$ cat config.mk
export PLATFORM = sky130hd
export DESIGN_NAME = cmd_unpack
export DESIGN_NICKNAME = d
export VERILOG_FILES = /design/src/rtl/cmd_unpack.sv
export SDC_FILE = /design/constraint.sdc
export NUM_CORES = 1
export LEC_CHECK = 0
export ABC_AREA = 1
export ABC_CLOCK_PERIOD_IN_PS = 1810
export CORE_MARGIN = 5
export CORE_UTILIZATION = 50
export CTS_BUF_LIST = sky130_fd_sc_hd__clkbuf_4 sky130_fd_sc_hd__clkbuf_8
export DETAILED_ROUTE_END_ITERATION = 6
export GPL_TIMING_DRIVEN = 0
export PLACE_DENSITY_LB_ADDON = 0.05
export SYNTH_ARGS = -nofsm -noshare
export SYNTH_HDL_FRONTEND = slang
export SYNTH_SLANG_ARGS = --single-unit
$ cat constraint.sdc
create_clock -name clk -period 1.81 [get_ports clk]
set_input_delay 0.362 -clock clk [delete_from_list [all_inputs] [get_ports clk]]
set_output_delay 0.362 -clock clk [all_outputs]
set_load 0.005 [all_outputs]
$ cat src/rtl/cmd_unpack.sv
// cmd_unpack -- receive side of the framed 2-wire command link.
//
// Deserializes a frame-synced serial stream into 16-bit words, then checks
// each 4-word frame SOF / HI / LO / EOF and presents {HI, LO} as a single
// 32-bit command on a valid/ready output. Sync, framing, timeout and
// overrun faults are reported as registered single-cycle pulses.
//
// Ports:
//   clk         rising-edge clock
//   rst         synchronous active-high reset
//   i_fs        word sync, high during the MSB of each word
//   i_d         serial data, MSB first
//   o_out_data  recovered command {HI, LO}
//   o_out_vld   command valid (held until i_out_rdy)
//   i_out_rdy   consumer ready
//   o_sync_err  pulse: i_fs arrived while a word was incomplete
//   o_frm_err   pulse: fourth frame word was not EOF
//   o_tmo_err   pulse: inter-word gap inside a frame exceeded TMO
//   o_ovr_err   pulse: good frame dropped, output still occupied
module cmd_unpack #(
  parameter logic [15:0] SOF = 16'h55FF,
  parameter logic [15:0] EOF = 16'hFFAA,
  parameter int          TMO = 64
) (
  input  logic        clk,
  input  logic        rst,
  input  logic        i_fs,
  input  logic        i_d,
  output logic [31:0] o_out_data,
  output logic        o_out_vld,
  input  logic        i_out_rdy,
  output logic        o_sync_err,
  output logic        o_frm_err,
  output logic        o_tmo_err,
  output logic        o_ovr_err
);

  localparam int GW = $clog2(TMO + 1);

  localparam logic [1:0] S_IDLE = 2'd0;
  localparam logic [1:0] S_HI   = 2'd1;
  localparam logic [1:0] S_LO   = 2'd2;
  localparam logic [1:0] S_TAIL = 2'd3;

  logic [15:0]   sh;
  logic [3:0]    bc;
  logic          vld_p0;
  logic [15:0]   word_p1;
  logic          vld_p1;
  logic [1:0]    state;
  logic [GW-1:0] gap;
  logic [15:0]   hi;
  logic [15:0]   lo;
  logic          eof_ok;

  // ---- stage p0: bit deserializer ----
  // bc==0 means the line is idle between words; a word starts only on i_fs.
  always_ff @(posedge clk) begin
    if (rst) begin
      bc         <= 4'd0;
      vld_p0     <= 1'b0;
      o_sync_err <= 1'b0;
    end else begin
      vld_p0     <= 1'b0;
      o_sync_err <= 1'b0;
      if (i_fs) begin
        bc         <= 4'd1;
        o_sync_err <= (bc != 4'd0);
      end else if (bc != 4'd0) begin
        // bc==15 is the last bit; the 4-bit counter wraps back to idle.
        bc <= bc + 4'd1;
        if (bc == 4'd15) vld_p0 <= 1'b1;
      end
    end
  end

  always_ff @(posedge clk) begin
    if (i_fs)                sh <= {15'b0, i_d};
    else if (bc != 4'd0)     sh <= {sh[14:0], i_d};
  end

  // ---- stage p1: word strobe ----
  // Capturing sh here lets a back-to-back i_fs overwrite sh on the same edge.
  always_ff @(posedge clk) begin
    if (rst) vld_p1 <= 1'b0;
    else     vld_p1 <= vld_p0;
  end

  always_ff @(posedge clk) begin
    if (vld_p0) word_p1 <= sh;
  end

  // ---- stage p2: frame FSM, timeout and output register ----
  assign eof_ok = (word_p1 == EOF);

  always_ff @(posedge clk) begin
    if (vld_p1 && state == S_HI) hi <= word_p1;
    if (vld_p1 && state == S_LO) lo <= word_p1;
  end

  always_ff @(posedge clk) begin
    if (rst) begin
      state      <= S_IDLE;
      gap        <= '0;
      o_out_vld  <= 1'b0;
      o_out_data <= 32'd0;
      o_frm_err  <= 1'b0;
      o_tmo_err  <= 1'b0;
      o_ovr_err  <= 1'b0;
    end else begin
      o_frm_err <= 1'b0;
      o_tmo_err <= 1'b0;
      o_ovr_err <= 1'b0;
      if (o_out_vld && i_out_rdy) o_out_vld <= 1'b0;

      // A word arriving on the timeout cycle takes priority over the timeout.
      if (vld_p1) begin
        gap <= '0;
        case (state)
          S_IDLE: if (word_p1 == SOF) state <= S_HI;
          S_HI:   state <= S_LO;
          S_LO:   state <= S_TAIL;
          S_TAIL: begin
            state <= S_IDLE;
            if (eof_ok) begin
              // Accept when empty or when the held command leaves this cycle.
              if (!o_out_vld || i_out_rdy) begin
                o_out_vld  <= 1'b1;
                o_out_data <= {hi, lo};
              end else begin
                o_ovr_err <= 1'b1;
              end
            end else begin
              o_frm_err <= 1'b1;
            end
          end
          default: state <= S_IDLE;
        endcase
      end else if (state == S_IDLE) begin
        gap <= '0;
      end else if (gap == GW'(TMO - 1)) begin
        state     <= S_IDLE;
        gap       <= '0;
        o_tmo_err <= 1'b1;
      end else begin
        gap <= gap + 1'b1;
      end
    end
  end

endmodule

# Word-level counts from Yosys, hierarchy flattened
# Cells that the tools add are included.
# word_totals
regBits	116
out_inout_bits	37
# op_classes
add_sub_neg	2
n_eq_ne	9
muxes	18
n_bitwise	5
n_reduce_logical	18
# ops
op	n
== test 16 x 15 -> 1 bit, second input constant	1
== test 16 bit, second input constant	1
two-way mux 1 bit	13
OR reduction 3 bit	3
two-way mux 2 bit	4
case mux 2 bit (4 select lines)	1
OR reduction 4 bit	2
adder 7 x 1 -> 7 bit, second input constant	1
== test 7 x 6 -> 1 bit, second input constant	1
NOT 1 bit	5
adder 4 x 1 -> 4 bit, second input constant	1
== test 2 bit, second input constant	2
== test 4 bit, second input constant	1
!= test 2 bit, second input constant	2
AND reduction 4 bit	1
nonzero test 2 bit	2
nonzero test 4 bit	1
OR reduction 2 bit	2
logical AND 1 bit	3
AND reduction 3 bit	1
== test 2 x 1 -> 1 bit, second input constant	1
zero test 2 bit	1
zero test 1 bit	1
logical OR 1 bit	1

# Longest topological paths before layout
# depth
word_depth	6
ltp_mapped	10

# Worst setup path before layout
# OpenSTA, ideal clock, no wires.
# synth_timing
kind	flip-flop to flip-flop
startpoint	reg bc[0]
endpoint	reg sh[0], enable pin
setup_time_ns	0.258
arrival_ns	1.142
required_ns	1.552
slack_ns	0.411
path_stages_with_launch	7
n_path_buf	1
path_cell_list	dfxtp_1 > inv_1 > ha_1 > nand3_1 > inv_1 > clkbuf_1 > nand2_1
# synth_via
elab_chain_len	2
# synth_lines
element	line	text
start, declared	46	logic [3:0] bc;
start signal, assigned	71	bc <= bc + 4'd1;
nonzero test 4 bit	79	else if (bc != 4'd0) sh <= {sh[14:0], i_d};
nonzero test 2 bit (no line)	--	
end signal, assigned	78	if (i_fs) sh <= {15'b0, i_d};
end signal, assigned	79	
end, declared	45	logic [15:0] sh;
# No other way between the ends.
# A chain may end at the register's enable or synchronous reset.

# Worst setup path in the final report
# layout_timing
startpoint	reg word_p1[6]
endpoint	reg o_out_data[14]
# layout_via
elab_chain_len	2
# layout_lines
element	line	text
start, declared	48	logic [15:0] word_p1;
start signal, assigned	90	if (vld_p0) word_p1 <= sh;
== test 16 bit	94	assign eof_ok = (word_p1 == EOF);
AND reduction 4 bit (no line)	--	
end signal, assigned	129	o_out_data <= {hi, lo};
end, declared	29	output logic [31:0] o_out_data,
# No other way between the ends.

==> results.md <==
* Row count at 35
* Detailed placement HPWL at 5770 microns
* Vias per cell at 4.53
* Worst hold path type: primary input to flip-flop
* CTS Hold Bufs at 0
* Count of endpoints failing setup in the final report at 0
* R2R depth at 9
* Clock buffer depth at 2
* CTS tree: done
* Setup_tns at 0 ns
* Worst IR drop on VDD at 0.699 mV
* GR Util All Layers at 15.5%
* Power per cell area at 979 mW/mm^2
* Leading area contributor after synthesis: edfxtp_1
* Global-route wire length before repair at 13,700 microns
* Remaining global-route overflow at 0
* CP most frequent cell: nand2_1
* Asr flop ratio synth at 0%
* Number of global-route vias before repair at 2,934
* Leak at 0.00236 uW
* Top post-synthesis cells by count: 120 x inv_1, 93 x nand2_1, 80 x nor2_1
* Post-layout power at 5500 uW
* Routed WL per cell at 11.4 microns
* Crit. End Element: flip-flop
* Root Driver: clkbuf_8
* Area growth from synthesis to layout at 21.7%
* Yosys warns at 0
* N_diodes at 0
* Synth Register Bits at 116
* Clock sink total at 116
* Post-synth EDFFs at 49
* Die height at 106 microns
* H-tree depth at 4
* Num ports at 42
* Cts bufs inserted at 17
* Placed cell area at 0.00515 sq mm
* DRC Markers at 0
* Fin area at 0.00561 sq mm
* Post-synth net total at 532
* Post-synth cell types at 24
* Antenna viol nets, final at 0
* Crit path kind: flip-flop to flip-flop
* Hold Path Depth at 2
* Cell count after synthesis at 520
* Slew HR at 53.4%
* I/O Buffers at 40
* WP data arrival at 1.98 ns
* Netlist Area Pre-Place at 0.00461 sq mm
* Fin nets at 594
* RSZ-0062 raised after global routing: true
* Ys flop type: dfxtp_1
* Required time of the worst setup path at 2.13 ns
* Vias at 3,198
* Initial antenna violation count at 0
* Upper clock frequency limit at 0.601 GHz
* Fraction of layout cells with a size suffix above 1 at 7.90%
* RD Place Congestion at 0.745
* CORE AREA at 0.00911 sq mm
* CTS clk-pin slew, worst paths at 0.07 ns
* DR pass1 iterations at 5
* Endpoints failing hold at 0
* Largest net degree at the start of global routing at 18
* Worst slew pin tran at 0.697 ns
* Width of the die at 106 microns
* MaxCap Viol Count at 0
* Ranking of synthesized cells by area: edfxtp_1 32%, dfxtp_1 29%, inv_1 9.8%
* Sequential share of the synthesized area at 61.0%
* Clock latency on the worst-skew pair at 0.41 ns
* Total Wirelength at 8060 microns
* Worst Path Max Fanout at 10
* Slowest CP cell: edfxtp_1
* Startpoint type of the worst setup path: flip-flop
* Crit path time final at 1.66 ns
* Outcome: finished, final reports clean
* Initial cell density of the core at 50.6%
* Max Slew Vio Count at 0
* Top-count cell post-synth: inv_1
* CP max stage delay at 0.45 ns
* Top-area cell type share of the netlist area at 31.9%
* Syn avg cell area at 8.87 sq um
* Critical Path, Cell by Cell: inv_1 -> nand2_1 -> nor3_2 -> nand2_1 -> nor2_4 -> buf_4 -> nand4_1 -> nand2_1 -> nor2_1
* Skew final at 0.0102 ns
* Die ar. at 0.0112 sq mm
* Iteration-0 DRC Markers at 171
* Final period util at 92.0%
* Core Util, Final at 61.6%
[cell type report]
type	instances	area, sq um
timing repair buffer	43	423
clock buffer	18	248
clock inverter	14	183
inverter	121	454
sequential	116	2810
tap	111	139
fill	806	3490
buffer	21	118
multi-input combinational	262	1240
[cells by family after synthesis]
group	after synthesis	synth area share, %
fa+ha+maj	7	1.90
flops	116	61.0
buf+inv	142	12.2
xor+xnor	3	0.570
simple gates	225	21.3
compound gates	27	3.04
[metrics by stage]
stage	instances	hold slack, ns	setup WS, ns
2_1_floorplan	520	0.403	0.411
3_3_place_gp	671	0.425	-0.117
3_5_place_dp	671	0.421	-0.146
4_1_cts	705	0.344	0.0104
5_1_grt	706	0.364	-0.00527
6_report	706	0.359	0.145
[flip-flops by register name, summed over array words and instances (netlist names)]
signal	flops
o_sync_err	1
lo	16
gap	7
vld_p1	1
word_p1	16
o_ovr_err	1
vld_p0	1
o_out_vld	1
o_out_data	32
o_frm_err	1
sh	16
hi	16
bc	4
state	2
o_tmo_err	1
[layer usage]
metal | track usage [%] | part of all wire (%)
met4 | 5.55 | 0.87
met1 | 18.3 | 45
met3 | 4.43 | 4.0
met2 | 27.0 | 50
met5 | 0 | 0
[power breakdown]
part | internal [uW] | switching [uW]
clock network | 1530 | 1010
logic | 56.6 | 104
registers | 2760 | 31.2
[worst paths after layout]
kind / from / to / slack, ns
max: word_p1[6]$_DFFE_PP_ / o_out_data[14]$_SDFFE_PP0P_ / 0.15
min: rst / vld_p1$_SDFF_PP0_ / 0.36
max reg2reg: word_p1[6]$_DFFE_PP_ / o_out_data[14]$_SDFFE_PP0P_ / 0.15
min reg2reg: sh[15]$_SDFFE_PP0P_ / word_p1[15]$_DFFE_PP_ / 0.44
[layout by cell type (no fill, tap or decap), types with 17 or more instances in the layout]
cell type | Yosys | layout
dfxtp_1 | 67 | 67
o21ai_0 | 17 | 17
nand4_1 | 34 | 34
clkdlybuf4s50_1 | 0 | 40
nand2_1 | 93 | 93
clkbuf_8 | 0 | 18
inv_1 | 120 | 120
nor2_1 | 80 | 80
edfxtp_1 | 49 | 49
[timing repair]
action	CTS	global route
pin swaps	1	1
gates resized for setup	0	7
setup buffers	2	1
endpoints found under the setup margin	1	38
[critical path, delay by kind of cell, from the launching register on]
kind	cells	cell delay, ns
buffers and inverters	2	0.28
DFF	1	0.45
and+or+nand+nor	7	0.84
No activity file was read; power rests on OpenSTA's default activity.
